[src/rtl/bhr_index_gen_if.sv]
// Fetch/resolve bundle for the branch history index generator.
// The master drives fetch and resolve inputs; the slave is the generator.
interface bhr_index_gen_if;
  logic [31:0] pc;
  logic        fetch_br;
  logic        predict;
  logic        res_valid;
  logic        res_taken;
  logic [9:0]  addr;
  logic [9:0]  past;
  logic        upd_valid;
  logic        mispredict;
  logic        stall;
  logic [9:0]  ghr;

  modport master (
    output pc,
    output fetch_br,
    output predict,
    output res_valid,
    output res_taken,
    input  addr,
    input  past,
    input  upd_valid,
    input  mispredict,
    input  stall,
    input  ghr
  );

  modport slave (
    input  pc,
    input  fetch_br,
    input  predict,
    input  res_valid,
    input  res_taken,
    output addr,
    output past,
    output upd_valid,
    output mispredict,
    output stall,
    output ghr
  );
endinterface

[src/rtl/bhr_index_gen.sv]
// Global branch history tracker with in-flight queue and misprediction recovery.
// Define GSHARE_XOR_EN for gshare indexing; otherwise bimodal pc[11:2] indexing.
module bhr_index_gen #(
  parameter int DEPTH = 4
) (
  input  logic          clk,
  input  logic          rst,
  bhr_index_gen_if.slave bif
);

  localparam int PW = $clog2(DEPTH);
  localparam int CW = PW + 1;
  localparam logic [CW-1:0] FULL = CW'(DEPTH);

  typedef struct packed {
    logic [9:0] idx;
    logic [9:0] hist;
    logic       pred;
  } ent_t;

  ent_t          q [DEPTH];
  logic [PW-1:0] head;
  logic [PW-1:0] tail;
  logic [CW-1:0] count;
  logic [9:0]    ghr_spec;
  logic [9:0]    ghr_arch;

  ent_t          hd;
  logic [9:0]    idx;
  logic          full;
  logic          pop;
  logic          flush;
  logic          push;

`ifdef GSHARE_XOR_EN
  assign idx = bif.pc[11:2] ^ ghr_spec;
`else
  assign idx = bif.pc[11:2];
`endif

  always_comb begin
    hd    = q[head];
    full  = (count == FULL);
    pop   = bif.res_valid & (count != '0);
    flush = pop & (bif.res_taken != hd.pred);
    // A flush squashes the younger fetch as well
    push  = bif.fetch_br & ~full & ~flush;
  end

  assign bif.addr       = idx;
  assign bif.past       = hd.idx;
  assign bif.upd_valid  = pop;
  assign bif.mispredict = flush;
  assign bif.stall      = full;
  assign bif.ghr        = ghr_spec;

  always_ff @(posedge clk) begin
    if (push) begin
      q[tail] <= '{idx: idx, hist: ghr_spec, pred: bif.predict};
    end
  end

  always_ff @(posedge clk) begin
    if (rst) begin
      head     <= '0;
      tail     <= '0;
      count    <= '0;
      ghr_spec <= '0;
      ghr_arch <= '0;
    end else begin
      if (push) begin
        tail <= tail + 1'b1;
      end
      if (pop) begin
        head     <= head + 1'b1;
        ghr_arch <= {ghr_arch[8:0], bif.res_taken};
      end
      if (flush) begin
        // Rebuild history from the point of the bad prediction
        ghr_spec <= {hd.hist[8:0], bif.res_taken};
        count    <= '0;
        head     <= tail;
      end else begin
        if (push) begin
          ghr_spec <= {ghr_spec[8:0], bif.predict};
        end
        count <= count + CW'(push) - CW'(pop);
      end
    end
  end

  logic unused_ok;
  assign unused_ok = ^{bif.pc[31:12], bif.pc[1:0],
                       ghr_arch, hd.hist[9]};

endmodule

[src/flat_wrapper.sv]
// flat-port wrapper written by rule: the top's interface ports become plain ports
module bhr_index_gen_flat 
#(
  parameter int DEPTH = 4
)
  (clk, rst, bif_pc, bif_fetch_br, bif_predict, bif_res_valid, bif_res_taken, bif_addr, bif_past, bif_upd_valid, bif_mispredict, bif_stall, bif_ghr);
  bhr_index_gen_if bif_i ();
  input  logic clk;
  input  logic rst;
  input wire logic [$bits(bif_i.pc)-1:0] bif_pc;
  input wire logic [$bits(bif_i.fetch_br)-1:0] bif_fetch_br;
  input wire logic [$bits(bif_i.predict)-1:0] bif_predict;
  input wire logic [$bits(bif_i.res_valid)-1:0] bif_res_valid;
  input wire logic [$bits(bif_i.res_taken)-1:0] bif_res_taken;
  output wire logic [$bits(bif_i.addr)-1:0] bif_addr;
  output wire logic [$bits(bif_i.past)-1:0] bif_past;
  output wire logic [$bits(bif_i.upd_valid)-1:0] bif_upd_valid;
  output wire logic [$bits(bif_i.mispredict)-1:0] bif_mispredict;
  output wire logic [$bits(bif_i.stall)-1:0] bif_stall;
  output wire logic [$bits(bif_i.ghr)-1:0] bif_ghr;
  assign bif_i.pc = bif_pc;
  assign bif_i.fetch_br = bif_fetch_br;
  assign bif_i.predict = bif_predict;
  assign bif_i.res_valid = bif_res_valid;
  assign bif_i.res_taken = bif_res_taken;
  assign bif_addr = bif_i.addr;
  assign bif_past = bif_i.past;
  assign bif_upd_valid = bif_i.upd_valid;
  assign bif_mispredict = bif_i.mispredict;
  assign bif_stall = bif_i.stall;
  assign bif_ghr = bif_i.ghr;
  bhr_index_gen #(.DEPTH(DEPTH)) u_core (.clk(clk), .rst(rst), .bif(bif_i));
endmodule
[config.mk]
export PLATFORM = sky130hd
export DESIGN_NAME = bhr_index_gen_flat
export DESIGN_NICKNAME = d
export VERILOG_FILES = /design/src/rtl/bhr_index_gen_if.sv /design/src/rtl/bhr_index_gen.sv /design/src/flat_wrapper.sv
export SDC_FILE = /design/constraint.sdc
export NUM_CORES = 1
export LEC_CHECK = 0
export ABC_AREA = 1
export CAP_MARGIN = 25
export CORE_MARGIN = 3
export CORE_UTILIZATION = 52
export CTS_CLUSTER_SIZE = 28
export DETAILED_ROUTE_END_ITERATION = 7
export PLACE_DENSITY = 0.9
export SYNTH_ARGS = -nofsm -noshare
export SYNTH_HDL_FRONTEND = slang
export SYNTH_SLANG_ARGS = --single-unit
[constraint.sdc]
create_clock -name clk -period 2.7 [get_ports clk]
set_input_delay 0.81 -clock clk [delete_from_list [all_inputs] [get_ports clk]]
set_output_delay 0.81 -clock clk [all_outputs]
set_load 0.1 [all_outputs]
==> Word-level counts from Yosys, hierarchy flattened <==
Memory sizes are Yosys's and may differ from the RTL's. A register that Yosys moved wholly into a read port is not among the register bits.
Index checks and enable logic that the tools add are counted.
{ "totals": {"register_bits": 17, "ramBits": 84, "inputBits": 38, "output_inout_bits": 33, "word_cells": 29, "n_memories": 1} }
{ "classes": {"n_addsub": 4, "eq_ne": 2, "mux": 8, "bitwise": 6, "n_reduce_logical": 4} }
{ "memory_table": {"columns": ["memory", "depth", "word_bits", "read_ports", "rd_clocked_by_memory_dff", "write_ports", "line_no", "text"], "rows": [
  ["u_core.q", 4, 21, 1, 1, 1, "bhr_index_gen.sv:21", "ent_t q [DEPTH];"]
]} }
{ "op_table": {"columns": ["cell", "count"], "rows": [
  ["2-to-1 mux 10 bit", 2],
  ["2-to-1 mux 2 bit", 4],
  ["adder 2 x 1 -> 2 bit (second input constant)", 2],
  ["AND 1 bit", 4],
  ["nonzero test 2 bit", 2],
  ["adder 3 x 1 -> 3 bit", 1],
  ["== test 3 bit (second input constant)", 1],
  ["nonzero test 3 bit", 1],
  ["subtractor 3 x 1 -> 3 bit", 1],
  ["2-to-1 mux 1 bit", 2],
  ["NOT 1 bit", 2],
  ["OR reduction 2 bit", 1],
  ["!= test 1 bit", 1]
]} }

==> Longest topological paths before layout <==
Gate-level depths: netlist (run 1).
{ "depth": {"word_depth": 7, "depth_mapped": 14, "depth_no_buf": 14} }

==> Worst setup path before layout (run 1) <==
Ideal clock, no wire load.
{ "synth_timing": {"path_kind": "flip-flop to output port", "from": "register with a tool-made name", "to": "output port bif_past[0]", "arrival_time_ps": 2469, "required_time_ps": 1890, "slack_ps": -579, "path_stages_with_launch": 6, "n_path_buf": 3, "path_cell_list": "dfxtp_1 buf_2 buf_2 buf_2 nor2_1 o22ai_1"} }
{ "synth_lines": {"columns": ["element", "line_no", "text"], "rows": [
  ["end, declared", "flat_wrapper.sv:16", "output wire logic [$bits(bif_i.past)-1:0] bif_past;"]
]} }

==> results of run 1 <==
## per-layer routing
metal  part of all wire [%]  routed length (um)  up-vias  GRT usage, %
li1                       -                   -     1314             -
met1                     39                3190     1307          24.2
met2                     51                4190      126          32.2
met3                    8.3                 675       10          4.86
met4                    1.1                  87        0          7.93
met5                      0                   0        -             0
## cell families (layout without fill, tap and decap cells)
logic type	Yosys count	in the layout	share of synthesized area [%]
buffers and inverters	60	115	7.33
AOI/OAI and AO/OA	65	65	8.95
adders and majority gates	7	7	2.31
xor gates and xnor gates	2	2	0.426
DFF	99	99	67.7
and+or+nand+nor	121	121	13.3
## worst max path at each step
stage | from | cells past startpoint | endpoint
3_5_place_dp | bif_res_valid | 6 | bif_mispredict
3_3_place_gp | bif_res_valid | 6 | u_core.q[3][11]
6_report | flop | 5 | bif_past[8]
5_1_grt | flop | 8 | bif_mispredict
4_1_cts | flop | 5 | bif_past[2]
2_1_floorplan | bif_res_valid | 10 | u_core.count[2]
## layout make-up
| class | count | share of cell area, % |
|---|---|---|
| repair buffers | 67 | 16.4 |
| well taps | 99 | 2.39 |
| inverters | 32 | 2.51 |
| multi-input cells | 195 | 21.3 |
| clock inverters | 7 | 1.30 |
| clock buffers | 9 | 2.39 |
| flip-flops and latches | 99 | 53.7 |
## flip-flops by register name, summed over array words and instances (netlist names), named ones only
signal and flops:
u_core.q 80, u_core.tail 2, u_core.head 2, u_core.bif.ghr 10, u_core.count 3
## worst max-delay path: stages (launching register included)
cell and delay, ns:
dfxtp_1 0.48, inv_2 0.11, buf_6 0.20, o21ai_0 0.27, o22ai_2 0.13, buf_12 0.18
## placed cells by master (no fill, tap or decap), drive strengths merged
cell type | synthesis | layout
a31oi | 3 | 3
buf | 19 | 52
clkbuf | 9 | 9
clkdlybuf4s50 | 0 | 13
clkinv | 0 | 2
clkinvlp | 0 | 1
dfxtp | 19 | 19
dlygate4sd2 | 0 | 2
edfxtp | 80 | 80
fa | 1 | 1
ha | 6 | 6
inv | 32 | 36
nand2 | 36 | 36
nand3 | 34 | 34
nor2 | 51 | 51
o21ai | 43 | 43
o22ai | 19 | 19
xor2 | 2 | 2
## power by group
part / internal [mW] / total [mW] / switching, mW
logic: 1.07 / 3.39 / 2.32
clock network: 0.361 / 0.905 / 0.545
registers: 1.99 / 2.16 / 0.170
total: 3.42 / 6.45 / 3.03
## what timing repair did
item | 4_1_cts | 5_1_grt
cloned | 0 | 0
hold buffers | 0 | 0
buffers inserted | 1 | 0
resized for setup | 2 | 3
endpoints found under the setup margin | 2 | 3
==> impl_metrics.py, run 1 <==
metrics = {
    "outcome": {
        "status": "finished clean",
    },
    "global_routing": {
        "antenna_found_initial": 0,
        "grt-ovfl-total": 0,
        "grt_use_total_pct": 19.3,
        "first_global_vias": 2708,
        "grt_max_degree": 37,
        "grt_pass1_wl_mm": 13.0,
    },
    "sta": {
        "slew_violations": 0,
        "setup_viol": 0,
        "post-route-period-util_pct": 94.7,
        "fmax_mhz": 391,
        "rsz0062_at_grt": "false",
        "fin_setup_tns_ns": 0,
        "finClkSkew_ns": 0.0132,
        "hold_violations": 0,
        "maxSlewHeadroom_pct": 54.0,
        "min_period_ns": 2.56,
        "tightest_slew_ns": 0.689,
        "setup_ws_ns": 0.142,
        "fin_worst_hold_slack_ns": 0.566,
    },
    "final_layout": {
        "fillerInstances": 506,
        "regArea_um2": 2780,
        "nets": 449,
        "postLayoutCoreUtil_pct": 69.6,
        "antenna_cells": 0,
        "multiInputGateArea_um2": 1100,
        "stdcell_count": 508,
        "area_growth_pct": 26.0,
        "layout-drive-gt1-share_pct": 24.2,
        "final_area_um2": 5180,
    },
    "synthesis": {
        "synth.most_common_cell": "edfxtp_1",
        "netlist.area_leader.share_pct": 58.4,
        "synth-seq-cells": 99,
        "synth_top_area_cell": "edfxtp_1",
        "syn_avg_cell_area_um2": 11.6,
        "synth_area_um2": 4110,
        "synthTopCellsByCount": "80 x edfxtp_1, 50 x nor2_1, 43 x o21ai_0",
        "synth_edf_count": 80,
        "syn_nets": 399,
        "syn_inst": 354,
        "synthTopCellsByArea": "edfxtp_1 58%, dfxtp_1 9.3%, o21ai_0 5.2%",
        "synth_cell_types": 24,
        "async_flop_share_pct": 0,
        "ys.flop_type": "edfxtp_1",
        "yosysWarnings": 0,
        "seq_area_frac_synth_pct": 67.7,
    },
    "clocking": {
        "clock_sinks": 99,
        "cts_tree": "done",
        "clkTransAtPathRegs_ns": 0.10,
        "clock_latency_ns": 0.36,
        "clockBufferDepth": 2,
        "clockRootBuffer": "clkbuf_8",
        "cts_made_buffers": 9,
        "ctsHtreeMaxLevel": 3,
    },
    "floorplan": {
        "core-area_um2": 7450,
        "core.rowCount": 31,
        "initial_core_util_pct": 55.2,
        "die_y_um": 94.9,
        "dieArea_um2": 9010,
        "die_w_um": 94.9,
        "ios": 71,
    },
    "detailed_routing": {
        "ant_nets": 0,
        "vias_per_cell": 5.43,
        "wl_mm": 8.15,
        "wl_per_cell_um": 16.0,
        "drt-pass1-iter-count": 4,
        "drtIter0Drc": 242,
        "drt_drc_violations_left": 0,
        "dr_total_vias": 2757,
    },
    "power_and_ir_drop": {
        "power_density_nw_per_um2": 1250,
        "ir_drop_mv": 0.660,
        "leakagePower_nw": 2.02,
        "power_mw": 6.45,
    },
    "setup_path": {
        "critical_path_class": "flop to output pin",
        "reg2reg_to": "u_core.q[3][2]",
        "worstPathArrival_ns": 1.75,
        "reg2reg_slack_ns": 0.49,
        "endpoint_kind": "output pin",
        "start_kind": "flop",
        "r2r_cells": 9,
        "critPathMaxFanout": 36,
        "cp_data_required_time_ns": 1.89,
    },
    "hold_path": {
        "hold_start": "u_core.tail[0]",
        "min_to": "u_core.tail[0]",
        "hold_path_class": "flop to flop",
        "whs_path_depth": 2,
    },
    "placed_design": {
        "dp_cells": 491,
        "pre_cts_ws_ns": -0.213,
        "place_area_um2": 4980,
        "hpwlAfterDp_mm": 5.49,
        "gp_congestion": 0.771,
        "io_buffers": 48,
    },
    "run": {
        "maxCapViolCount": 0,
    },
}
Power figures use the tool's default switching activity.
==> inputs of run 2 (changes only) <==
SLEW_MARGIN = 20   (was default)
==> run 2 against run 1 <==
Effect of this change: hold slack got worse by 0.0066 ns; flip-flop and latch count is the same; wire length fell by 0.97%; critical endpoint is now bif_past[2].
==> impl_metrics.py, run 2 (synthesis results as in run 1) <==
metrics = {
    "clocking": {
        "clockRootBuffer": "clkbuf_8",
        "clkTransAtPathRegs_ns": 0.11,
        "ctsHtreeMaxLevel": 3,
        "hold_buffers": 0,
        "clockBufferDepth": 2,
        "clock_latency_ns": 0.36,
        "clock_sinks": 99,
        "cts_made_buffers": 9,
        "cts_tree": "done",
    },
    "detailed_routing": {
        "wl_per_cell_um": 15.9,
        "wl_mm": 8.07,
        "dr_total_vias": 2719,
        "vias_per_cell": 5.35,
        "drt-pass1-iter-count": 5,
        "ant_nets": 0,
        "drt_drc_violations_left": 0,
        "drtIter0Drc": 229,
    },
    "setup_path": {
        "worstPathArrival_ns": 1.80,
        "cp_data_required_time_ns": 1.89,
        "critPathSlowestCell": "dfxtp_1",
        "start_kind": "flop",
        "reg2reg_to": "u_core.q[3][4]",
        "reg2reg_slack_ns": 0.51,
        "cpPeakStageDelay_ns": 0.48,
        "r2r_cells": 9,
        "crit_buf_inv": 3,
        "cp_num_cells": 5,
        "crit_family": "buffers and inverters",
        "cp_cell_sequence": "inv_2, buf_4, o21ai_0, o22ai_2, buf_12",
        "critical_path_class": "flop to output pin",
        "endpoint_kind": "output pin",
        "critPathMaxFanout": 36,
    },
    "power_and_ir_drop": {
        "p_switching_mw": 3.03,
        "swShare_pct": 47.0,
        "ir_drop_mv": 0.671,
        "p_clk_share_pct": 14.2,
        "leakagePower_nw": 2.03,
        "seqPwrFrac_pct": 33.4,
        "p_comb_share_pct": 52.5,
        "power.internal_mw": 3.42,
        "power_mw": 6.45,
        "power_density_nw_per_um2": 1250,
    },
    "sta": {
        "tightest_slew_ns": 0.664,
        "finClkSkew_ns": 0.0135,
        "fin_setup_tns_ns": 0,
        "setup_viol": 0,
        "slew_violations": 0,
        "post-route-period-util_pct": 96.7,
        "fin_worst_hold_slack_ns": 0.560,
        "hold_violations": 0,
        "setup_ws_ns": 0.0892,
        "fmax_mhz": 383,
        "maxSlewHeadroom_pct": 55.7,
        "min_period_ns": 2.61,
        "rsz0062_at_grt": "true",
    },
    "placed_design": {
        "io_buffers": 48,
        "dp_cells": 491,
        "gp_congestion": 0.771,
        "pre_cts_ws_ns": -0.211,
        "hpwlAfterDp_mm": 5.50,
    },
    "hold_path": {
        "min_to": "u_core.q[0][7]",
        "hold_path_class": "flop to flop",
        "hold_start": "u_core.bif.ghr[6]",
        "whs_path_depth": 0,
    },
    "final_layout": {
        "largest_reg_flops": 80,
        "area_growth_pct": 26.0,
        "antenna_cells": 0,
        "stdcell_count": 508,
        "top_register": "u_core.q",
        "nets": 449,
        "mostFrequentLayoutCells": "80 x edfxtp_1, 46 x nor2_1, 43 x o21ai_0",
        "layout-drive-gt1-share_pct": 24.2,
        "final_common_cell": "edfxtp_1",
    },
    "global_routing": {
        "first_global_vias": 2687,
        "grt_pass1_wl_mm": 12.9,
        "grt_use_total_pct": 18.8,
        "grt_max_degree": 37,
        "antenna_found_initial": 0,
        "grt-ovfl-total": 0,
    },
    "floorplan": {
        "dieArea_um2": 9010,
        "die_w_um": 94.9,
        "ios": 71,
        "die_y_um": 94.9,
        "core.rowCount": 31,
        "initial_core_util_pct": 55.2,
        "core-area_um2": 7450,
    },
    "run": {
        "maxCapViolCount": 0,
    },
    "outcome": {
        "status": "finished clean",
    },
}
## run 2: changes by cell type in the layout (fill, tap and decap cells not counted)
cell,before,now
buf_8,4,3
o21ai_1,2,0
buf_4,25,26
clkinvlp_4,1,0
clkinv_8,0,1
o21ai_0,41,43
## run 2: metal layers
layer	global-route usage, %	up-vias	routed length, um
met5	0	-	0
met4	6.97	0	23
li1	-	1321	-
met3	3.27	4	516
met2	32.9	103	4200
met1	23.5	1291	3330
## run 2: layout make-up
type	instances	area, um2
clock inverter	7	76.3
timing repair buffer	67	840
tap	99	124
inverter	32	130
multi-input combinational	195	1100
fill	498	2270
clock buffer	9	124
sequential	99	2780
## run 2: worst register-to-register path, cell delays in order, from the launching register on
cell     delay, ns
dfxtp_1       0.48
inv_2         0.10
nand2_1       0.08
nand3_2       0.11
nand2_2       0.09
nand2_2       0.07
nand3_4       0.07
nand2_2       0.13
nor2_2        0.55
buf_8         0.24
## run 2: repair_timing
item | 4_1_cts | 5_1_grt
buffers inserted | 1 | 0
cloned | 0 | 0
endpoints found under the setup margin | 2 | 2
gates resized for setup | 2 | 0
## run 2: worst max-delay path by stage
stage                  startpoint              end  slack (ns)
finish                       flop      bif_past[2]        0.09
global placement    bif_res_valid  u_core.q[3][11]       -0.26
floorplan           bif_res_valid  u_core.count[2]       -0.13
CTS                          flop      bif_past[2]        0.08
global route                 flop      bif_past[2]       -0.01
detailed placement  bif_res_valid   bif_mispredict       -0.21
## run 2: stage by stage
| step | utilization, % | cell area [um2] |
|---|---|---|
| finish | 69.6 | 5180 |
| global route | 69.6 | 5180 |
| CTS | 69.6 | 5180 |
| detailed placement | 66.8 | 4980 |
| global placement | 66.1 | 4920 |
| floorplan | - | 4200 |
## run 2: power groups by stage
| stage | clock network, mW | registers [mW] | logic, mW |
|---|---|---|---|
| floorplan | 0 | 2.42 | 2.05 |
| global placement | 0 | 2.16 | 3.26 |
| detailed placement | 0 | 2.18 | 3.38 |
| CTS | 0.923 | 2.15 | 3.40 |
| global route | 0.980 | 2.18 | 3.57 |
| finish | 0.915 | 2.15 | 3.39 |
==> inputs of run 3 (changes only) <==
ABC_AREA = default   (was 1)
==> run 3 against run 2 <==
Effect of this change: the run now ends with negative setup slack left; non-clock buffer count is 8 higher; clock skew is 0.00088 ns lower; utilization is essentially flat; maximum frequency is 5.1% lower; highest routed layer unchanged; clock power is 2.3% lower; sequential share of layout area rose by 0.60 points; total power decreased by 7.3%; global-route usage up 1.3 points.
==> impl_metrics.py, run 3 <==
metrics = {
    "sta": {
        "fin_setup_tns_ns": -0.0508,
        "finClkSkew_ns": 0.0126,
        "post-route-period-util_pct": 102,
        "hold_violations": 0,
        "fin_worst_hold_slack_ns": 0.531,
        "setup_viol": 1,
        "maxSlewHeadroom_pct": 67.0,
        "tightest_slew_ns": 0.492,
        "fmax_mhz": 364,
        "setup_ws_ns": -0.0508,
        "rsz0062_at_grt": "true",
        "slew_violations": 0,
        "min_period_ns": 2.75,
    },
    "setup_path": {
        "critPathMaxFanout": 3,
        "worstPathArrival_ns": 1.94,
        "critical_path_class": "flop to output pin",
        "cp-startpoint": "u_core.q[3][0]",
        "cp_cell_sequence": "mux4_2, xnor2_4, nand2b_4, clkinvlp_4, buf_12",
        "crit_family": "multiplexers",
        "rr_startpoint": "u_core.q[3][0]",
        "cp_data_required_time_ns": 1.89,
        "start_kind": "flop",
        "critPathSlowestCell": "mux4_2",
        "crit_buf_inv": 2,
        "endpoint_kind": "output pin",
        "cpPeakStageDelay_ns": 0.55,
        "reg2reg_slack_ns": 0.09,
    },
    "synthesis": {
        "ys.flop_type": "edfxtp_1",
        "async_flop_share_pct": 0,
        "netlist.area_leader.share_pct": 59.6,
        "yosysWarnings": 0,
        "synth_top_area_cell": "edfxtp_1",
        "synth_edf_count": 80,
        "syn_inst": 239,
        "synth_cell_types": 36,
        "syn_avg_cell_area_um2": 16.9,
        "synth_area_um2": 4030,
        "synthTopCellsByCount": "80 x edfxtp_1, 24 x nand2_1, 20 x mux4_2",
        "seq_area_frac_synth_pct": 69.0,
        "synthTopCellsByArea": "edfxtp_1 60%, mux4_2 11%, dfxtp_1 9.4%",
        "synth-seq-cells": 99,
        "syn_nets": 284,
        "synth.most_common_cell": "edfxtp_1",
    },
    "placed_design": {
        "hpwlAfterDp_mm": 5.43,
        "gp_congestion": 0.793,
        "dp_cells": 387,
        "pre_cts_ws_ns": -0.306,
        "io_buffers": 48,
        "place_area_um2": 4900,
    },
    "floorplan": {
        "core-area_um2": 7370,
        "die_y_um": 94.1,
        "ios": 71,
        "dieArea_um2": 8850,
        "initial_core_util_pct": 54.7,
        "die_w_um": 94.1,
        "core.rowCount": 31,
    },
    "final_layout": {
        "final_common_cell": "edfxtp_1",
        "layout-drive-gt1-share_pct": 35.1,
        "nets": 348,
        "mostFrequentLayoutCells": "80 x edfxtp_1, 35 x buf_4, 24 x nand2_1, 24 x buf_12, 20 x mux4_2",
        "postLayoutCoreUtil_pct": 69.6,
        "stdcell_count": 407,
        "largest_reg_flops": 80,
        "top_register": "u_core.q",
        "multiInputGateArea_um2": 1080,
        "area_growth_pct": 27.1,
        "regArea_um2": 2780,
        "antenna_cells": 0,
        "final_area_um2": 5130,
        "fillerInstances": 460,
    },
    "clocking": {
        "clockBufferDepth": 2,
        "ctsHtreeMaxLevel": 3,
        "clock_sinks": 99,
        "cts_tree": "done",
        "hold_buffers": 0,
        "clockRootBuffer": "clkbuf_8",
        "clock_latency_ns": 0.35,
        "clkTransAtPathRegs_ns": 0.09,
        "cts_made_buffers": 9,
    },
    "detailed_routing": {
        "vias_per_cell": 5.79,
        "dr_total_vias": 2358,
        "ant_nets": 0,
        "wl_mm": 8.13,
        "drt-pass1-iter-count": 4,
        "drtIter0Drc": 191,
        "wl_per_cell_um": 20.0,
        "drt_drc_violations_left": 0,
    },
    "global_routing": {
        "grt_use_total_pct": 20.2,
        "grt-ovfl-total": 0,
        "grt_pass1_wl_mm": 13.1,
        "first_global_vias": 2502,
        "grt_max_degree": 20,
        "antenna_found_initial": 0,
    },
    "power_and_ir_drop": {
        "power_mw": 5.98,
        "ir_drop_mv": 0.619,
        "power_density_nw_per_um2": 1170,
        "leakagePower_nw": 1.82,
    },
    "hold_path": {
        "hold_start": "u_core.head[0]",
        "hold_path_class": "flop to flop",
    },
    "outcome": {
        "status": "complete, but fails checks",
        "violations": "negative setup slack",
    },
    "run": {
        "maxCapViolCount": 0,
    },
}
run 3: cell types whose count changed after synthesis, sizes merged, moves of 19 or more:
cell,previous run,this run
nand3,34,1
nor2,51,6
o21ai,43,0
inv,32,10
mux4,0,20
o22ai,19,0
run 3: cell type report:
cell class	instances	share of cell area, %
clock buffers	13	3.32
clock inverters	3	0.415
inverters	10	0.805
multi-input cells	108	21.1
flip-flops and latches	99	54.3
well taps	99	2.42
repair buffers	75	17.6
run 3: timing repair:
item                                    in CTS  in global routing
buffers inserted                             4                  1
resized for setup                            3                  2
endpoints found under the setup margin      11                  3
pin swaps                                    1                  3
run 3: per-layer routing:
layer | global-route usage, % | part of all wire (%)
met5 | 0 | 0
met4 | 9.15 | 2.6
met3 | 2.96 | 5.3
met2 | 34.9 | 55
met1 | 25.1 | 37
run 3: worst paths after layout:
check | to | cells past startpoint
min reg2reg | u_core.head[0] | 2
max | bif_mispredict | 5
max reg2reg | u_core.count[2] | 11
min | u_core.head[0] | 2
run 3: cells by family after synthesis:
group                      after synthesis  synth area share, %
DFF                                     99                 69.0
and+or+nand+nor                         58                 7.23
buffers and inverters                   32                 4.40
muxes                                   22                 11.7
AOI/OAI and AO/OA                       18                 4.25
adders and majority gates                7                 2.36
xor gates and xnor gates                 3                 1.12
run 3: worst reg2reg max path, stage by stage (launching register included):
cell	delay [ns]
edfxtp_1	0.39
mux4_2	0.55
xnor2_4	0.17
nand2b_4	0.17
clkinvlp_4	0.13
nor2_1	0.13
ha_1	0.17
inv_1	0.05
fa_2	0.33
xor2_1	0.15
xnor2_1	0.20
nor3_2	0.05
run 3: report_power, final:
group | leakage [nW] | total, mW | switching, mW | internal (mW)
sequential | 0.897 | 2.22 | 0.187 | 2.04
combinational | 0.829 | 2.87 | 1.83 | 1.03
clock | 0.0948 | 0.894 | 0.476 | 0.418
